## config.mk

```make
export PLATFORM = sky130hd
export DESIGN_NAME = i2s_sample_port
export DESIGN_NICKNAME = d
export VERILOG_FILES = /design/src/rtl/i2s_sample_port_pkg.sv /design/src/rtl/i2s_sample_port_sync_edge_detect.sv /design/src/rtl/i2s_sample_port.sv
export SDC_FILE = /design/constraint.sdc
export NUM_CORES = 1
export LEC_CHECK = 0
export BUFFER_PORTS_ARGS = -buffer_cell sky130_fd_sc_hd__buf_2
export CAP_MARGIN = 0
export CORE_UTILIZATION = 52
export DETAILED_ROUTE_END_ITERATION = 6
export PLACE_DENSITY = 0.75
export SYNTH_ARGS = -nofsm -noshare
export SYNTH_HDL_FRONTEND = slang
export SYNTH_SLANG_ARGS = --single-unit
```

## constraint.sdc

```tcl
create_clock -name clk -period 2.1 [get_ports clk]
set_clock_uncertainty 0.05 [all_clocks]
set_input_delay 0.42 -clock clk [delete_from_list [all_inputs] [get_ports clk]]
set_output_delay 0.42 -clock clk [all_outputs]
set_load 0.05 [all_outputs]
```

## src/rtl/i2s_sample_port_pkg.sv

```systemverilog
// Shared constants for the mono I2S sample port.
package i2s_sample_port_pkg;

  localparam int I2S_DATA_WIDTH  = 16;
  localparam int I2S_SYNC_STAGES = 2;

  // Bit counter must hold 0..data_width+1 (saturation value marks over-long slots).
  function automatic int i2s_bit_cnt_width(input int data_width);
    return $clog2(data_width + 2);
  endfunction

endpackage

```

## src/rtl/i2s_sample_port_sync_edge_detect.sv

```systemverilog
// Multi-flop synchroniser for an asynchronous codec pin with one-cycle edge strobes.
module sync_edge_detect
  import i2s_sample_port_pkg::*;
#(
  parameter int stages = I2S_SYNC_STAGES
) (
  input  logic clk,
  input  logic reset,
  input  logic async_in,
  output logic sync_out,
  output logic rise,
  output logic fall
);

  logic [stages-1:0] chain;
  logic              last;

  always_ff @(posedge clk) begin
    if (!reset) begin
      chain <= '0;
      last  <= 1'b0;
    end else begin
      chain <= (chain << 1) | stages'(async_in);
      last  <= chain[stages-1];
    end
  end

  assign sync_out = chain[stages-1];
  assign rise     = sync_out & ~last;
  assign fall     = ~sync_out & last;

endmodule

```

## src/rtl/i2s_sample_port.sv

```systemverilog
// Mono I2S slave: left-slot word to the engine, engine answer replayed on both slots next frame.
module i2s_sample_port
  import i2s_sample_port_pkg::*;
#(
  parameter int data_width  = I2S_DATA_WIDTH,
  parameter int sync_stages = I2S_SYNC_STAGES
) (
  input  logic                  clk,
  input  logic                  reset,
  input  logic                  i2s_bclk,
  input  logic                  i2s_lrclk,
  input  logic                  i2s_din,
  output logic                  i2s_dout,
  output logic [data_width-1:0] in_sample,
  output logic                  sample_ready,
  input  logic [data_width-1:0] out_sample,
  input  logic                  engine_ready,
  input  logic                  clear_flags,
  output logic                  overrun,
  output logic                  underrun
);

  localparam int                    cnt_w    = i2s_bit_cnt_width(data_width);
  localparam logic [cnt_w-1:0]      cnt_max  = cnt_w'(data_width + 1);
  localparam logic [cnt_w-1:0]      cnt_last = cnt_w'(data_width);
  localparam logic [data_width-1:0] msb_mask = {1'b1, {(data_width-1){1'b0}}};

  logic bclk_sync, bclk_rise, bclk_fall;
  logic ws, ws_rise, ws_fall;
  logic din, din_rise, din_fall;
  logic unused_strobes;

  logic [cnt_w-1:0]      bit_cnt, cnt_next;
  logic                  ws_prev, aligned;
  logic [data_width-1:0] rx_shift, rx_bit;
  logic                  slot_edge, left_edge, right_edge;
  logic                  engine_ready_d, engine_rise;
  logic [data_width-1:0] pending, tx_word;
  logic                  pending_valid, outstanding;

  sync_edge_detect #(.stages(sync_stages)) u_bclk_sync (
    .clk(clk), .reset(reset), .async_in(i2s_bclk),
    .sync_out(bclk_sync), .rise(bclk_rise), .fall(bclk_fall)
  );

  sync_edge_detect #(.stages(sync_stages)) u_ws_sync (
    .clk(clk), .reset(reset), .async_in(i2s_lrclk),
    .sync_out(ws), .rise(ws_rise), .fall(ws_fall)
  );

  sync_edge_detect #(.stages(sync_stages)) u_din_sync (
    .clk(clk), .reset(reset), .async_in(i2s_din),
    .sync_out(din), .rise(din_rise), .fall(din_fall)
  );

  assign unused_strobes = ^{bclk_sync, ws_rise, ws_fall, din_rise, din_fall};

  // Slot framing: count restarts on any ws change; the k-th bit after it lands at data_width-k.
  always_comb begin
    slot_edge  = bclk_rise & (ws != ws_prev);
    left_edge  = slot_edge & ~ws;
    right_edge = slot_edge & ws;
    if (ws != ws_prev)
      cnt_next = '0;
    else if (bit_cnt == cnt_max)
      cnt_next = bit_cnt;
    else
      cnt_next = bit_cnt + cnt_w'(1);
    rx_bit = '0;
    if (din && (cnt_next != '0) && (cnt_next <= cnt_last))
      rx_bit = msb_mask >> (cnt_next - cnt_w'(1));
    engine_rise = engine_ready & ~engine_ready_d;
  end

  always_ff @(posedge clk) begin
    if (!reset) begin
      bit_cnt      <= '0;
      ws_prev      <= 1'b0;
      aligned      <= 1'b0;
      rx_shift     <= '0;
      in_sample    <= '0;
      sample_ready <= 1'b0;
    end else begin
      sample_ready <= 1'b0;
      if (bclk_rise) begin
        bit_cnt <= cnt_next;
        ws_prev <= ws;
        if (left_edge) begin
          rx_shift <= '0;
          aligned  <= 1'b1;
        end else if (!ws) begin
          rx_shift <= rx_shift | rx_bit;
        end
        if (right_edge && aligned) begin
          in_sample    <= rx_shift;
          sample_ready <= 1'b1;
        end
      end
    end
  end

  // A capture in the same cycle as the left boundary stays pending for the following frame.
  always_ff @(posedge clk) begin
    if (!reset) begin
      engine_ready_d <= 1'b0;
      pending        <= '0;
      pending_valid  <= 1'b0;
      outstanding    <= 1'b0;
      tx_word        <= '0;
      overrun        <= 1'b0;
      underrun       <= 1'b0;
      i2s_dout       <= 1'b0;
    end else begin
      engine_ready_d <= engine_ready;
      if (left_edge && aligned) begin
        if (pending_valid)
          tx_word <= pending;
        pending_valid <= 1'b0;
      end
      if (engine_rise) begin
        pending       <= out_sample;
        pending_valid <= 1'b1;
      end
      if (sample_ready)
        outstanding <= 1'b1;
      else if (engine_rise)
        outstanding <= 1'b0;
      if (clear_flags) begin
        overrun  <= 1'b0;
        underrun <= 1'b0;
      end
      if (sample_ready && outstanding)
        overrun <= 1'b1;
      if (left_edge && aligned && !pending_valid)
        underrun <= 1'b1;
      if (bclk_fall)
        i2s_dout <= |(tx_word & (msb_mask >> bit_cnt));
    end
  end

endmodule
```

==> metrics.txt <==
Hold Path Class primary input to flip-flop; Worst setup EP type flip-flop; FFs w/ async S/R, synth 0%; Via density 5.44; drt wl/cell 13.9 µm; Die Ht 85.3 µm; Netlist cell types 50; DRT Pass-1 Iters 4; R2R Setup Slk 0.02 ns; GP Congestion 0.903; drc violations 0; Seq/Total Area, Yosys 47.1%; Nets 494; hold path startpoint i2s_din; FF-to-FF path depth 7; area delta synth->final 20.7%; # fillers 551; hold buffers post-CTS 0; vias in the first global route 2774; flop and latch count out of synthesis 85; power per cell area 739 nW/µm²; Worst VDD drop 0.000428 V; CTS Buf Count 9; Core ar. 6530 µm²; Top FF cell, synth dfxtp_1; IO Port Bufs 42; max cap viols 0; crit start category flip-flop; Ports 43; Slew headroom 56.9%; Synth Instances 415; Avg Inst Size Synth 8.70 µm²; first-pass GRT wire length 12.9 mm; Post-synth EDFFs 0; Synth warnings 0; status finished clean; CTS H-tree depth 3; leak pwr 0.00164 µW; hold depth 2; Via Count 2976; die width 85.3 µm; final hold vios 0; Max Clock Freq 481 MHz; post-place setup slack -0.0624 ns; DR WL met2 3.52 mm; clock buffer depth 2; antenna cells 0; largest net degree at the start of global routing 69; crit-path max FO 4; final WL 7.59 mm; Placement Rows 29; CTS tree done; Total GRT Usage 22.6%; Mapped Area 3610 µm²; WL met1 3.71 mm; initial DRC count 120; Setup Viol. Count Final 0; RSZ-0062 raised after global routing true; syn_nets 444; Worst Max-Slew Pin Slew 0.647 ns; top layer in use met4; Critical Path Source bit_cnt[0]$_SDFFE_PN0P_; Reg clk slew, reported paths 0.08 ns; Setup CP Type flip-flop to flip-flop; hold endpoint u_din_sync.chain[0]$_SDFF_PN0_; metal3 WL 254 µm; Clock Tree Root clkbuf_8; Crit path arrival time 2.28 ns; Final WS setup 0.0224 ns; clk sink count 85; Design Power 3220 µW; initial antenna violation count 0; share of cells above drive strength 1 23.6%; WP data required 2.31 ns; RR Startpoint bit_cnt[0]$_SDFFE_PN0P_; r2r endpoint rx_shift[6]$_SDFFE_PN0P_; Clock Latency Late Sink 0.34 ns; total gr overflow 0; Initial Utilization 55.3%; post-layout min period 2.08 ns; Final ANT Viol Nets 0; hpwl dp 5.34 mm; Setup TNS 0 ns; Final period util 98.9%; die area 7280 µm²; Slew Limit Fails 0
[cells in the final DEF, fill, tap and decap left out, types with 5 or more instances in the layout]
master,netlist,layout
nand2_1,121,121
dfxtp_1,85,83
a21boi_0,53,53
buf_2,5,42
buf_4,2,23
nor2_1,11,10
and2_1,10,10
clkbuf_8,0,10
nor2b_1,9,8
a21oi_1,8,8
nand3_1,6,6
o21ai_0,5,5
nor3_1,5,5
o31ai_1,9,5
[kinds of logic (layout without fill, tap and decap cells)]
group / count (synthesis) / count (layout) / synth area share [%]
buffers and inverters: 32 / 87 / 3.74
AO/OA/AOI/OAI: 96 / 96 / 19.8
AND/OR/NAND/NOR: 185 / 185 / 23.7
multiplexers: 4 / 4 / 1.32
flip-flops: 85 / 85 / 47.1
XOR/XNOR: 7 / 7 / 2.22
adder cells (fa/ha/maj): 6 / 6 / 2.08
[layout make-up]
cell class	count	area [µm²]	area share, %
clock buffers	10	138	3.16
clock inverters	6	110	2.53
inverters	5	18.8	0.431
multi-input cells	298	1880	43.3
flip-flops and latches	85	1710	39.2
well taps	77	96.3	2.21
repair buffers	66	403	9.25
[cells in the mapped netlist, types with 3 or more instances]
| library cell | count | area, µm² |
|---|---|---|
| a21boi_0 | 53 | 398 |
| a21oi_1 | 8 | 40.0 |
| a22oi_1 | 3 | 22.5 |
| a31oi_1 | 3 | 18.8 |
| a41oi_1 | 3 | 26.3 |
| and2_1 | 10 | 62.6 |
| buf_2 | 5 | 25.0 |
| clkbuf_1 | 19 | 71.3 |
| dfxtp_1 | 85 | 1700 |
| ha_1 | 6 | 75.1 |
| inv_1 | 4 | 15.0 |
| mux2_2 | 3 | 33.8 |
| nand2_1 | 121 | 454 |
| nand2b_1 | 4 | 25.0 |
| nand3_1 | 6 | 30.0 |
| nand4_1 | 3 | 18.8 |
| nor2_1 | 11 | 41.3 |
| nor2b_1 | 9 | 56.3 |
| nor3_1 | 5 | 25.0 |
| nor4_1 | 3 | 18.8 |
| o21ai_0 | 5 | 25.0 |
| o31ai_1 | 9 | 67.6 |
| xor2_1 | 4 | 35.0 |
[power by group]
group          internal [µW]  total, µW  switching [µW]
clock network            820       1380             560
registers               1640       1650            17.7
logic                   85.7        185            99.5
[registers in the layout, indices dropped and copies added (netlist names), 2 cells and up]
name	cells
rx_shift	16
pending	16
tx_word	16
bit_cnt	5
u_din_sync.chain	2
in_sample	16
u_bclk_sync.chain	2
u_ws_sync.chain	2
[stage by stage]
step | cells | hold slack, ns | cell area (µm²) | util [%]
2_1_floorplan | 415 | 0.362 | 3650 | -
3_3_place_gp | 529 | 0.366 | 4010 | 61.4
3_5_place_dp | 529 | 0.369 | 4010 | 61.4
4_1_cts | 545 | 0.214 | 4280 | 65.5
5_1_grt | 547 | 0.217 | 4360 | 66.7
6_report | 547 | 0.232 | 4360 | 66.7
[worst max-delay path, cell delays in order, from the launching register on]
cell and delay, ns:
dfxtp_4 0.37, ha_4 0.18, ha_4 0.26, nor2b_4 0.15, xor2_1 0.09, or4_4 0.44, and3_4 0.22, o31ai_1 0.23
[layer usage]
layer / up-vias / track usage, %
met4: 0 / 8.64
met1: 1393 / 29.6
met5: - / 0
li1: 1510 / -
met3: 13 / 5.35
met2: 60 / 36.4
[worst max-delay path by stage]
stage | to | cells past startpoint | slack (ns)
3_5_place_dp | rx_shift[7]$_SDFFE_PN0P_ | 7 | -0.06
3_3_place_gp | rx_shift[7]$_SDFFE_PN0P_ | 7 | 0.04
2_1_floorplan | rx_shift[6]$_SDFFE_PN0P_ | 7 | 0.01
4_1_cts | rx_shift[7]$_SDFFE_PN0P_ | 8 | 0.01
6_report | rx_shift[6]$_SDFFE_PN0P_ | 7 | 0.02
5_1_grt | rx_shift[6]$_SDFFE_PN0P_ | 7 | -0.03
[what timing repair did]
action | in CTS | in global routing
setup buffers | 0 | 2
cloned | 0 | 0
pin swaps | 0 | 1
resized for setup | 4 | 10
setup endpoints to repair | 5 | 10
Note: power is estimated with default switching activity, not from simulation.
